===== config.mk =====
export PLATFORM = sky130hd
export DESIGN_NAME = fetch_stage
export DESIGN_NICKNAME = d
export VERILOG_FILES = /design/src/rtl/fetch_stage.sv
export SDC_FILE = /design/constraint.sdc
export NUM_CORES = 1
export LEC_CHECK = 0
export BUFFER_PORTS_ARGS = -buffer_cell sky130_fd_sc_hd__buf_2
export CAP_MARGIN = 20
export CORE_MARGIN = 10
export CORE_UTILIZATION = 40
export DETAILED_ROUTE_END_ITERATION = 7
export PLACE_DENSITY_LB_ADDON = 0.3
export SYNTH_ARGS = -nofsm -noshare
export SYNTH_HDL_FRONTEND = slang
export SYNTH_SLANG_ARGS = --single-unit
export TNS_END_PERCENT = 5

===== constraint.sdc =====
create_clock -name clk -period 2.5 [get_ports clk]
set_clock_uncertainty 0.05 [all_clocks]
set_input_delay 0.125 -clock clk [delete_from_list [all_inputs] [get_ports clk]]
set_output_delay 0.125 -clock clk [all_outputs]
set_load 0.02 [all_outputs]

===== src/rtl/fetch_stage.sv =====
// Instruction fetch stage: drives the PC onto instruction memory and fills the
// IF/ID pipeline register. A one-word skid buffer catches a word that arrives
// while the decode side is stalled, so it is not lost and never fetched twice.
module fetch_stage #(
  parameter logic [31:0] RESET_PC = 32'h0000_0000
) (
  input  logic        clk,
  input  logic        rst_n,
  output logic        o_imem_req,
  output logic [31:0] o_imem_addr,
  input  logic        i_imem_valid,
  input  logic [31:0] i_imem_rdata,
  input  logic        i_stall,
  input  logic        i_flush,
  input  logic        i_redirect_valid,
  input  logic [31:0] i_redirect_pc,
  output logic        o_if_id_valid,
  output logic [31:0] o_if_id_pc,
  output logic [31:0] o_if_id_pc_plus4,
  output logic [31:0] o_if_id_instr,
  output logic [5:0]  o_if_id_opcode,
  output logic [4:0]  o_if_id_rs,
  output logic [4:0]  o_if_id_rt,
  output logic [4:0]  o_if_id_rd,
  output logic [5:0]  o_if_id_funct,
  output logic [15:0] o_if_id_imm16
);

  typedef enum logic {
    FETCH = 1'b0,
    HOLD  = 1'b1
  } state_t;

  state_t      r_state;
  logic [31:0] r_pc;
  logic [31:0] r_skid_instr;
  logic        r_if_valid;
  logic [31:0] r_if_pc;
  logic [31:0] r_if_pc_plus4;
  logic [31:0] r_if_instr;

  state_t      w_state_next;
  logic [31:0] w_pc_next;
  logic [31:0] w_skid_next;
  logic        w_if_valid_next;
  logic [31:0] w_if_pc_next;
  logic [31:0] w_if_pc_plus4_next;
  logic [31:0] w_if_instr_next;
  logic [31:0] w_pc_plus4;
  logic        w_hold_pc;

  // Next-state selection: redirect beats everything, flush freezes PC/FSM like a
  // stall but still kills the IF/ID contents.
  always_comb begin
    w_state_next       = r_state;
    w_pc_next          = r_pc;
    w_skid_next        = r_skid_instr;
    w_if_valid_next    = r_if_valid;
    w_if_pc_next       = r_if_pc;
    w_if_pc_plus4_next = r_if_pc_plus4;
    w_if_instr_next    = r_if_instr;
    w_pc_plus4         = r_pc + 32'd4;
    w_hold_pc          = i_stall | i_flush;

    if (i_redirect_valid) begin
      w_pc_next          = i_redirect_pc & ~32'h0000_0003;
      w_state_next       = FETCH;
      w_skid_next        = 32'h0;
      w_if_valid_next    = 1'b0;
      w_if_pc_next       = 32'h0;
      w_if_pc_plus4_next = 32'h0;
      w_if_instr_next    = 32'h0;
    end else begin
      unique case (r_state)
        FETCH: begin
          if (i_imem_valid) begin
            if (!w_hold_pc) begin
              w_if_valid_next    = 1'b1;
              w_if_pc_next       = r_pc;
              w_if_pc_plus4_next = w_pc_plus4;
              w_if_instr_next    = i_imem_rdata;
              w_pc_next          = w_pc_plus4;
            end else begin
              // Word arrived while decode is blocked: park it instead of refetching.
              w_skid_next  = i_imem_rdata;
              w_state_next = HOLD;
            end
          end else if (!w_hold_pc) begin
            w_if_valid_next    = 1'b0;
            w_if_pc_next       = 32'h0;
            w_if_pc_plus4_next = 32'h0;
            w_if_instr_next    = 32'h0;
          end
        end
        HOLD: begin
          if (!w_hold_pc) begin
            w_if_valid_next    = 1'b1;
            w_if_pc_next       = r_pc;
            w_if_pc_plus4_next = w_pc_plus4;
            w_if_instr_next    = r_skid_instr;
            w_pc_next          = w_pc_plus4;
            w_state_next       = FETCH;
          end
        end
        default: w_state_next = FETCH;
      endcase

      if (i_flush) begin
        w_if_valid_next    = 1'b0;
        w_if_pc_next       = 32'h0;
        w_if_pc_plus4_next = 32'h0;
        w_if_instr_next    = 32'h0;
      end
    end
  end

  // State registers with asynchronous clear to the reset PC and an empty IF/ID.
  always_ff @(posedge clk or negedge rst_n) begin
    if (!rst_n) begin
      r_state       <= FETCH;
      r_pc          <= RESET_PC;
      r_skid_instr  <= 32'h0;
      r_if_valid    <= 1'b0;
      r_if_pc       <= 32'h0;
      r_if_pc_plus4 <= 32'h0;
      r_if_instr    <= 32'h0;
    end else begin
      r_state       <= w_state_next;
      r_pc          <= w_pc_next;
      r_skid_instr  <= w_skid_next;
      r_if_valid    <= w_if_valid_next;
      r_if_pc       <= w_if_pc_next;
      r_if_pc_plus4 <= w_if_pc_plus4_next;
      r_if_instr    <= w_if_instr_next;
    end
  end

  // Request is gated by rst_n so it drops immediately when reset asserts.
  assign o_imem_req       = (r_state == FETCH) && rst_n;
  assign o_imem_addr      = r_pc;
  assign o_if_id_valid    = r_if_valid;
  assign o_if_id_pc       = r_if_pc;
  assign o_if_id_pc_plus4 = r_if_pc_plus4;
  assign o_if_id_instr    = r_if_instr;

  // Decode field slices; a bubble (all-zero word) yields all-zero fields.
  assign o_if_id_opcode = r_if_instr[31:26];
  assign o_if_id_rs     = r_if_instr[25:21];
  assign o_if_id_rt     = r_if_instr[20:16];
  assign o_if_id_rd     = r_if_instr[15:11];
  assign o_if_id_funct  = r_if_instr[5:0];
  assign o_if_id_imm16  = r_if_instr[15:0];

endmodule


==> out/results.ini <==
[run_status]
outcome = finished, final reports clean

[global_route]
antenna_found_initial = 0
grt_pass1_vias = 6888
overflow = 0
grt_start_max_net_pins = 85
grt_pass1_wl_um = 38200
grt_use_total_pct = 19.2

[power_and_ir_drop]
clock_power_share_pct = 42.4
swShare_pct = 28.2
leakagePower_uw = 0.00490
power.switching_uw = 1830
power.total_uw = 6490
power_density_mw_per_mm2 = 652
p_comb_share_pct = 14.0
ir_drop_uv = 453
seq_power_share_pct = 43.6
p_int_uw = 4660

[critical_path]
reg2reg_depth = 6
critPathCaptureType = flop
worstPathRequired_ns = 2.80
crit_arrival_ns = 2.40
regToRegEndpoint = o_imem_addr[28]$_DFFE_PN0P_
start_kind = flop
cp_max_fo = 10
crit_type = flop to flop
r2r_slack_ns = 0.41
r2r_start = o_imem_addr[2]$_DFFE_PN0P_

[cts]
path_clk_slew_ns = 0.06
clock_sinks = 160
cts_resized = 0
cts_tree = done
cts_inserted_buffers = 17
holdBufCountCts = 64
clock_path_buffers = 2
postCtsSetupBuffers = 0
cts_root_buf = clkbuf_16
ctsHtreeMaxLevel = 4
insertion_delay_ns = 0.43

[min_path]
hold_class = input pin to flop
min_to = r_state$_DFF_PN0_
hold_start = i_imem_valid
hold_path_depth = 3

[die]
die_area_mm2 = 0.0250
die_w_um = 158
die_h_um = 158
rows = 50
io_pins = 243
core_mm2 = 0.0188
start_util_pct = 40.7

[cells_and_area]
seqCellArea_mm2 = 0.00400
nets = 1133
finalNonFillerCells = 1309
fin_area_mm2 = 0.00995
antennaDiodeCount = 0
fill_cells = 1733
post-route-util_pct = 53.0
syn2layout_area_growth_pct = 30.3
final_layout_size_suffix_gt1_share_pct = 28.5
multi_input_area_mm2 = 0.00301

[placed_design]
detailed_place_hpwl_um = 16200
placed_cells = 1213
port_buffers = 238
place.gp.congestion = 0.792
placed_area_mm2 = 0.00869

[timing]
finalSetupViolCount = 0
clock.fmax_ghz = 0.478
slew_violations = 0
rsz0062_at_grt = no
worst-slew-pin-transition_ns = 0.844
setup_tns_ns = 0
layout_min_cycle_time_ns = 2.09
timing.final.crit_share_pct = 83.7
max_slew_margin_pct = 43.3
hold_viol_final = 0

[yosys]
async_reset_ff_share_pct = 100
yosys_most_used_dff = dfrtp_1
syn_inst = 832
ys_ff_latch = 160
synth_area_mm2 = 0.00763
ys_seq_area_share_pct = 52.5
yosysUniqueCellTypes = 52
syn_avg_cell_area_um2 = 9.17
synth_edf_count = 0
synth_warnings = 0

[detailed_routing]
route.detailed.drc = 0
dr.pass1.iters = 4
num_vias = 6841
viasPerCell = 5.23
routedWlPerCell_um = 18.7
drt-initial-drc-count = 453
drt-total-wl_um = 24500
drtAntennaViolNets = 0

[flow_run]
cap_violations = 0

-- cell usage after synthesis, types with 2 or more instances --
cell / instances / area, µm²
dfrtp_1: 160 / 4000
nand2_1: 131 / 492
nor2_1: 111 / 417
a21oi_1: 67 / 335
a22oi_1: 63 / 473
clkbuf_1: 54 / 203
o21ai_0: 50 / 250
buf_4: 45 / 338
xor2_1: 25 / 219
nand3_1: 23 / 115
xnor2_1: 17 / 149
and3_1: 12 / 75.1
nand4_1: 10 / 62.6
buf_2: 5 / 25.0
nor3_1: 5 / 25.0
buf_1: 4 / 15.0
nor2b_1: 3 / 18.8
o211ai_1: 3 / 22.5
o311ai_0: 3 / 26.3
o31a_1: 3 / 26.3
a221o_1: 2 / 20.0
a32oi_1: 2 / 17.5
and3_2: 2 / 15.0
buf_6: 2 / 22.5
or3_1: 2 / 12.5
or4_4: 2 / 22.5
-- power by group through the flow --
stage	Clock (µW)	Combinational [µW]	Sequential, µW
after CTS	2810	921	2830
after global placement	0	829	2870
after detailed placement	0	839	2880
after floorplan	0	423	2940
after global routing	2920	1000	2850
final	2750	909	2830
-- metrics by stage --
| step | worst slack (ns) | hold slack [ns] |
|---|---|---|
| 3_5_place_dp | 0.435 | 0.0366 |
| 4_1_cts | 0.419 | 0.0434 |
| 5_1_grt | 0.302 | 0.0902 |
| 3_3_place_gp | 0.462 | 0.0446 |
| 2_1_floorplan | 0.376 | -0.221 |
| 6_report | 0.407 | 0.0466 |
-- cell usage in the layout (no fill, tap or decap), types with 12 or more instances in the layout --
cell,netlist,routed
nor2_1,111,111
xnor2_1,17,17
o21ai_0,50,49
a21oi_1,67,67
buf_2,5,236
nand2_1,131,131
dlygate4sd3_1,0,64
buf_4,45,19
dfrtp_1,160,160
xor2_1,25,25
a22oi_1,63,63
and3_1,12,12
nand3_1,23,23
clkbuf_16,0,17
-- registers in the layout, indices dropped and copies added (netlist names) --
signal,cells
r_skid_instr,32
o_if_id_instr,32
r_state,1
o_if_id_pc,32
o_if_id_pc_plus4,32
o_if_id_valid,1
o_imem_addr,30
-- worst max-delay path by stage --
stage / end / startpoint / depth (start not counted) / slack, ns
after detailed placement: o_if_id_pc_plus4[30]$_DFFE_PN0P_ / o_imem_addr[2]$_DFFE_PN0P_ / 6 / 0.43
after global placement: o_imem_addr[30]$_DFFE_PN0P_ / o_imem_addr[2]$_DFFE_PN0P_ / 6 / 0.46
final: o_imem_addr[28]$_DFFE_PN0P_ / o_imem_addr[2]$_DFFE_PN0P_ / 6 / 0.41
after global routing: o_imem_addr[30]$_DFFE_PN0P_ / o_imem_addr[2]$_DFFE_PN0P_ / 6 / 0.30
after floorplan: o_imem_addr[28]$_DFFE_PN0P_ / o_imem_addr[2]$_DFFE_PN0P_ / 8 / 0.38
after CTS: o_imem_addr[30]$_DFFE_PN0P_ / o_imem_addr[2]$_DFFE_PN0P_ / 6 / 0.42
-- routing by layer --
metal | global-route usage [%] | wire (µm)
met2 | 31.3 | 11800
met3 | 6.16 | 2080
met5 | 0 | 0
met1 | 23.8 | 10200
met4 | 6.09 | 428
-- cell families after synthesis --
group	synth area share, %
and+or+nand+nor	18.4
AOI/OAI and AO/OA	15.8
DFF	52.5
buffers and inverters	8.33
xor gates and xnor gates	4.82
adders and majority gates	0.164
other	0.0491
-- critical path, stage by stage, from the launching register on --
cell and delay [ns]:
dfrtp_1 0.47, ha_1 0.25, and3_1 0.21, and3_4 0.30
nand3_4 0.15, or4_4 0.51, nand3_1 0.09
-- final cells by class --
type / count / share of cell area, %
well taps: 234 / 2.94
flip-flops and latches: 160 / 40.2
clock inverters: 14 / 1.80
repair buffers: 322 / 20.3
multi-input cells: 559 / 30.3
clock buffers: 18 / 4.41
inverters: 2 / 0.0755
Power figures use the tool's default switching activity.
